File: config.mk
export PLATFORM = sky130hd
export DESIGN_NAME = branch_commit_unit
export DESIGN_NICKNAME = d
export VERILOG_FILES = /design/src/rtl/branch_commit_unit.sv
export SDC_FILE = /design/constraint.sdc
export NUM_CORES = 2
export LEC_CHECK = 0
export CAP_MARGIN = 20
export CORE_AREA = 2 2 363 365
export CTS_BUF_LIST = sky130_fd_sc_hd__clkbuf_16
export DETAILED_ROUTE_END_ITERATION = 8
export DIE_AREA = 0 0 365 367
export PLACE_DENSITY = 0.82
export SYNTH_ARGS = -nofsm -noshare
export SYNTH_HDL_FRONTEND = slang
export SYNTH_SLANG_ARGS = --single-unit
File: constraint.sdc
create_clock -name clk -period 3.7 [get_ports clk]
set_input_delay 0.74 -clock clk [delete_from_list [all_inputs] [get_ports clk]]
set_output_delay 0.74 -clock clk [all_outputs]
set_load 0.01 [all_outputs]
File: src/rtl/branch_commit_unit.sv
// Purpose : tracks in-flight branches/JALs by ROB index from dispatch to commit;
//           emits predictor training updates and mispredict redirects at commit.
// Latency : commit -> br_upd_valid / mispredict / redirect_pc is 1 cycle; head_resolved is combinational.
// Backpr. : rdy=0 freezes all state and outputs and ignores every input, so a pending pulse
//           is held and seen exactly once on the next rdy cycle.
//
// Ports
//   clk, rst               clock, synchronous active-high reset
//   rdy                    global ready (0 = freeze)
//   flush                  external flush, invalidates every entry
//   alloc_*                dispatch writes a new branch entry at alloc_idx
//   res_*                  ALU outcome (direction, taken target) for res_idx
//   commit_valid/idx       ROB head commits the branch at commit_idx
//   head_resolved          entry[commit_idx] valid and resolved (same-cycle resolve forwarded)
//   br_upd_valid/jump/pc   one-cycle predictor training pulse
//   mispredict/redirect_pc one-cycle flush pulse with corrected fetch PC
//   proto_err              sticky: commit of an invalid or unresolved entry
module branch_commit_unit #(
    parameter int IDX_W = 4
) (
    input  logic             clk,
    input  logic             rst,
    input  logic             rdy,
    input  logic             flush,
    input  logic             alloc_valid,
    input  logic [IDX_W-1:0] alloc_idx,
    input  logic [31:0]      alloc_pc,
    input  logic             alloc_pred_jump,
    input  logic [31:0]      alloc_pred_pc,
    input  logic             res_valid,
    input  logic [IDX_W-1:0] res_idx,
    input  logic             res_jump,
    input  logic [31:0]      res_target,
    input  logic             commit_valid,
    input  logic [IDX_W-1:0] commit_idx,
    output logic             head_resolved,
    output logic             br_upd_valid,
    output logic             br_upd_jump,
    output logic [31:0]      br_upd_pc,
    output logic             mispredict,
    output logic [31:0]      redirect_pc,
    output logic             proto_err
);

    localparam int DEPTH = 1 << IDX_W;

    typedef struct packed {
        logic        valid;
        logic        resolved;
        logic [31:0] pc;
        logic        pred_jump;
        logic [31:0] pred_pc;
        logic        act_jump;
        logic [31:0] act_target;
    } entry_t;

    entry_t      ent_q [DEPTH];
    entry_t      ent_d [DEPTH];

    logic        br_upd_valid_q, br_upd_valid_d;
    logic        br_upd_jump_q,  br_upd_jump_d;
    logic [31:0] br_upd_pc_q,    br_upd_pc_d;
    logic        mispredict_q,   mispredict_d;
    logic [31:0] redirect_pc_q,  redirect_pc_d;
    logic        proto_err_q,    proto_err_d;

    // Commit-side view of the head entry, with a same-cycle resolve forwarded in.
    entry_t      head;
    logic        alloc_ok;
    logic        res_ok;
    logic        res_fwd;
    logic        commit_legal;
    logic        commit_bad;
    logic        cm_jump;
    logic [31:0] cm_target;
    logic        cm_mis;
    logic [31:0] cm_redirect;

    always_comb begin
        // While a redirect is being signalled the front end is being flushed,
        // so anything dispatched or resolved in that cycle is wrong-path.
        alloc_ok      = alloc_valid & ~mispredict_q;
        res_ok        = res_valid & ~mispredict_q;
        head          = ent_q[commit_idx];
        res_fwd       = res_ok & (res_idx == commit_idx);
        head_resolved = head.valid & (head.resolved | res_fwd);
        commit_legal  = commit_valid & head_resolved;
        commit_bad    = commit_valid & ~head_resolved;
        cm_jump       = res_fwd ? res_jump   : head.act_jump;
        cm_target     = res_fwd ? res_target : head.act_target;
        cm_mis        = (cm_jump != head.pred_jump) |
                        (cm_jump & (cm_target != head.pred_pc));
        cm_redirect   = cm_jump ? cm_target : (head.pc + 32'd4);
    end

    always_comb begin
        for (int i = 0; i < DEPTH; i++) begin
            ent_d[i] = ent_q[i];
        end
        br_upd_valid_d = br_upd_valid_q;
        br_upd_jump_d  = br_upd_jump_q;
        br_upd_pc_d    = br_upd_pc_q;
        mispredict_d   = mispredict_q;
        redirect_pc_d  = redirect_pc_q;
        proto_err_d    = proto_err_q;

        if (rdy) begin
            br_upd_valid_d = commit_legal;
            mispredict_d   = commit_legal & cm_mis;
            if (commit_legal) begin
                br_upd_jump_d = cm_jump;
                br_upd_pc_d   = head.pc;
                redirect_pc_d = cm_redirect;
            end
            if (commit_bad) begin
                proto_err_d = 1'b1;
            end

            // A resolve colliding with an allocation belongs to the entry
            // being overwritten, so it is discarded.
            if (res_ok && ent_q[res_idx].valid &&
                !(alloc_ok && (alloc_idx == res_idx))) begin
                ent_d[res_idx].resolved   = 1'b1;
                ent_d[res_idx].act_jump   = res_jump;
                ent_d[res_idx].act_target = res_target;
            end

            // Retire before allocate: on ROB wrap the new entry must survive.
            if (commit_legal) begin
                ent_d[commit_idx].valid = 1'b0;
            end

            if (alloc_ok) begin
                ent_d[alloc_idx].valid      = 1'b1;
                ent_d[alloc_idx].resolved   = 1'b0;
                ent_d[alloc_idx].pc         = alloc_pc;
                ent_d[alloc_idx].pred_jump  = alloc_pred_jump;
                ent_d[alloc_idx].pred_pc    = alloc_pred_pc;
                ent_d[alloc_idx].act_jump   = 1'b0;
                ent_d[alloc_idx].act_target = 32'd0;
            end

            // Everything younger than a mispredicted branch, or anything at
            // all on an external flush, is squashed.
            if (flush || (commit_legal && cm_mis)) begin
                for (int i = 0; i < DEPTH; i++) begin
                    ent_d[i].valid = 1'b0;
                end
            end
        end
    end

    always_ff @(posedge clk) begin
        if (rst) begin
            for (int i = 0; i < DEPTH; i++) begin
                ent_q[i] <= '0;
            end
            br_upd_valid_q <= 1'b0;
            br_upd_jump_q  <= 1'b0;
            br_upd_pc_q    <= 32'd0;
            mispredict_q   <= 1'b0;
            redirect_pc_q  <= 32'd0;
            proto_err_q    <= 1'b0;
        end else begin
            for (int i = 0; i < DEPTH; i++) begin
                ent_q[i] <= ent_d[i];
            end
            br_upd_valid_q <= br_upd_valid_d;
            br_upd_jump_q  <= br_upd_jump_d;
            br_upd_pc_q    <= br_upd_pc_d;
            mispredict_q   <= mispredict_d;
            redirect_pc_q  <= redirect_pc_d;
            proto_err_q    <= proto_err_d;
        end
    end

    assign br_upd_valid = br_upd_valid_q;
    assign br_upd_jump  = br_upd_jump_q;
    assign br_upd_pc    = br_upd_pc_q;
    assign mispredict   = mispredict_q;
    assign redirect_pc  = redirect_pc_q;
    assign proto_err    = proto_err_q;

endmodule

==> results.json <==
{
  "pwr-share-clk_pct": 45.2,
  "maxSlewViolCount": 0,
  "async_flop_share_pct": 0,
  "layout_common_cells": "nand2_1, dfxtp_1, a21oi_1, nor2_1, a22oi_1",
  "skew_ns": 0.05566,
  "critical_path.max_fanout": 8,
  "synth-adder-area-share_pct": 0.01756,
  "synth-seq-cells": 1668,
  "hold_violations": 0,
  "drt-met1-wl_mm": 83.79,
  "status": "finished, final reports clean",
  "powerDensity_mw_per_mm2": 443.2,
  "grt_usage_pct": 38.11,
  "seq_area_frac_synth_pct": 46.88,
  "routedWlPerCell_um": 26.14,
  "start_util_pct": 54.60,
  "drive_gt1_share_pct": 16.92,
  "fin_cells": 9960,
  "avgSynthCellArea_sq_um": 8.900,
  "drt_pass1_iterations": 8,
  "hp-class": "input pin to flop",
  "cp_num_buf_inv": 3,
  "grt_start_max_net_pins": 166,
  "vias_per_cell": 6.627,
  "core_sq_mm": 0.1305,
  "fmax_mhz": 274.3,
  "start_kind": "input pin",
  "power_frac_comb_pct": 6.2,
  "rsz0062_at_grt": "false",
  "dpl.hpwl_mm": 158.4,
  "synth_area_leaders": "dfxtp_1, mux4_2, nand2_1, a21oi_1, a22oi_1",
  "gp_congestion": 0.9870,
  "min_period_ns": 3.646,
  "grt_pass1_wl_mm": 390.1,
  "drv_cap": 0,
  "whs_ns": 0.3638,
  "synth-xor-area-share_pct": 0.5902,
  "path_cells": "clkdlybuf4s50_1 -> xnor2_1 -> nand3_1 -> nor2_4 -> buf_4 -> o21a_1 -> dlygate4sd2_1",
  "antenna_found_initial": 21,
  "setup_tns_ns": 0,
  "slew_headroom_pct": 20.42,
  "cp_top_family": "buffers and inverters",
  "cp_slowest_cell": "clkdlybuf4s50_1",
  "synth_top_area_share_pct": 46.88,
  "worstSetupPathType": "input pin to output pin",
  "synthesis.nets": 8122,
  "root_buffer": "clkbuf_16",
  "synth_compound_gate_area_share_pct": 16.22,
  "synth_cell_types": 62,
  "tightest_slew_ns": 1.191,
  "port_buffers": 185,
  "die_y_um": 367,
  "p_sw_mw": 9.044,
  "finalWirelength_mm": 260.3,
  "min_period_over_period_pct": 98.53,
  "intPower_mw": 28.17,
  "met3_length_mm": 40.59,
  "synth_largest_area_cell": "dfxtp_1",
  "leakage_nw": 28.31,
  "path_clk_slew_ns": 0.06,
  "required_ns": 2.96,
  "grt_pass1_vias": 65750,
  "end_kind": "output pin",
  "ctsHtreeMaxLevel": 4,
  "final_common_cell": "nand2_1",
  "stdcell_area_sq_mm": 0.08396,
  "synth_edf_count": 0,
  "placementRows": 133,
  "cts_sinks": 1668,
  "die_w_um": 365,
  "seqPwrFrac_pct": 48.6,
  "place_area_sq_mm": 0.07862,
  "drc": 0,
  "synthMuxAreaShare_pct": 14.62,
  "hold_buffers": 0,
  "swShare_pct": 24.30,
  "syn_to_final_growth_pct": 17.87,
  "ir_drop_uv": 470.9,
  "ant_nets": 0,
  "synth-simple-area-share_pct": 16.41,
  "wl_met2_mm": 111.9,
  "cp.arrival_ns": 2.91,
  "cts_max_path_buffers": 3,
  "top_layer_used": "met5",
  "setup_violations": 0,
  "io_pins": 186,
  "dieArea_sq_mm": 0.1340,
  "clock_latency_ns": 0.84,
  "cts_buffers": 165,
  "first_iter_violations": 11120,
  "cts_tree": "built",
  "synthFlopType": "dfxtp_1",
  "grt_overflow": 0,
  "max_stage_delay_ns": 0.58,
  "final_nets": 8186,
  "place_inst": 9656,
  "num_vias": 66000,
  "synth_top_family_by_area": "simple AND/OR/NAND/NOR gates",
  "syn_inst": 8004,
  "netlist_area_sq_mm": 0.07123,
  "synth_warnings": 0,
  "cts_setup_buffers": 0
}
==> per-layer routing <==
metal,up-vias,global-route usage (%)
li1,27840,-
met1,31090,44.43
met2,5304,56.54
met3,1742,14.38
met4,26,29.33
met5,-,0
==> path summary, 6_finish.rpt <==
path                                                 start                          to  slack (ns)  cells after the start
worst max-delay path                            res_idx[0]               head_resolved        0.05                      7
worst min-delay path                                   rst  ent_q[10][89]$_SDFFE_PP0P_        0.36                      2
worst max register to register     mispredict$_SDFFE_PP0P_   ent_q[0][99]$_SDFFE_PP0P_        0.06                     14
worst min register to register  ent_q[11][76]$_SDFFE_PP0P_  ent_q[11][76]$_SDFFE_PP0P_        0.45                      2
==> layout make-up <==
type	instances	area, sq um
antenna	8	20.02
clock buffer	168	4204
clock inverter	128	1119
fill	9599	46500
inverter	10	37.54
multi-input combinational	5446	34500
sequential	1668	33390
tap	1755	2196
timing repair buffer	777	8494
==> cells in the mapped netlist (9+ instances only) <==
cell type	n
nand4_1	9
o22ai_1	22
a31oi_1	26
inv_1	9
nand2_1	2237
a21oi_1	1097
buf_2	55
or3_1	9
o21ai_2	9
o211ai_1	9
a21o_1	10
a22oi_1	552
nor2_1	637
or2_2	19
nand3_1	31
a22o_1	43
mux4_2	455
a2111oi_0	13
clkbuf_1	702
buf_6	32
xor2_1	21
a211oi_1	24
xnor2_1	27
dfxtp_1	1668
mux2i_1	13
o21ai_0	30
a221oi_1	24
o211a_1	10
nor3_1	44
buf_4	20
buf_1	69
==> power groups by stage <==
stage	Clock [mW]	Combinational, mW	Sequential [mW]
global route	17.5	2.38	18.1
CTS	16.7	2.22	18.1
finish	16.8	2.32	18.1
global placement	0	2.18	18.5
detailed placement	0	2.21	18.5
floorplan	0	1.29	18.5
==> flip-flops by register name, indices dropped and copies added (netlist names) <==
signal        count
br_upd_jump       1
mispredict        1
proto_err         1
redirect_pc      32
ent_q          1600
br_upd_valid      1
br_upd_pc        32
==> metrics by stage <==
stage | setup WS (ns) | power, mW | util, %
floorplan | 0.01790 | 19.76 | -
global placement | -0.4138 | 20.66 | 60.26
detailed placement | -0.5913 | 20.70 | 60.26
CTS | 0.1523 | 37.05 | 64.34
global route | 0.04912 | 37.98 | 64.36
finish | 0.05429 | 37.22 | 64.36
==> what timing repair did <==
| item | in CTS | in global routing |
|---|---|---|
| setup endpoints to repair | 1 | 0 |
| endpoints found under the hold margin | 0 | 0 |
| resized for setup | 1 | 0 |
==> kinds of logic (layout without fill, tap and decap cells) <==
family | count (synthesis) | count (layout)
xor+xnor | 48 | 48
fa+ha+maj | 1 | 1
buf+inv | 890 | 1083
other cells | 0 | 8
simple gates | 3027 | 3027
compound gates | 1899 | 1899
mux | 471 | 471
flops | 1668 | 1668
(Power assumes the default switching activity.)
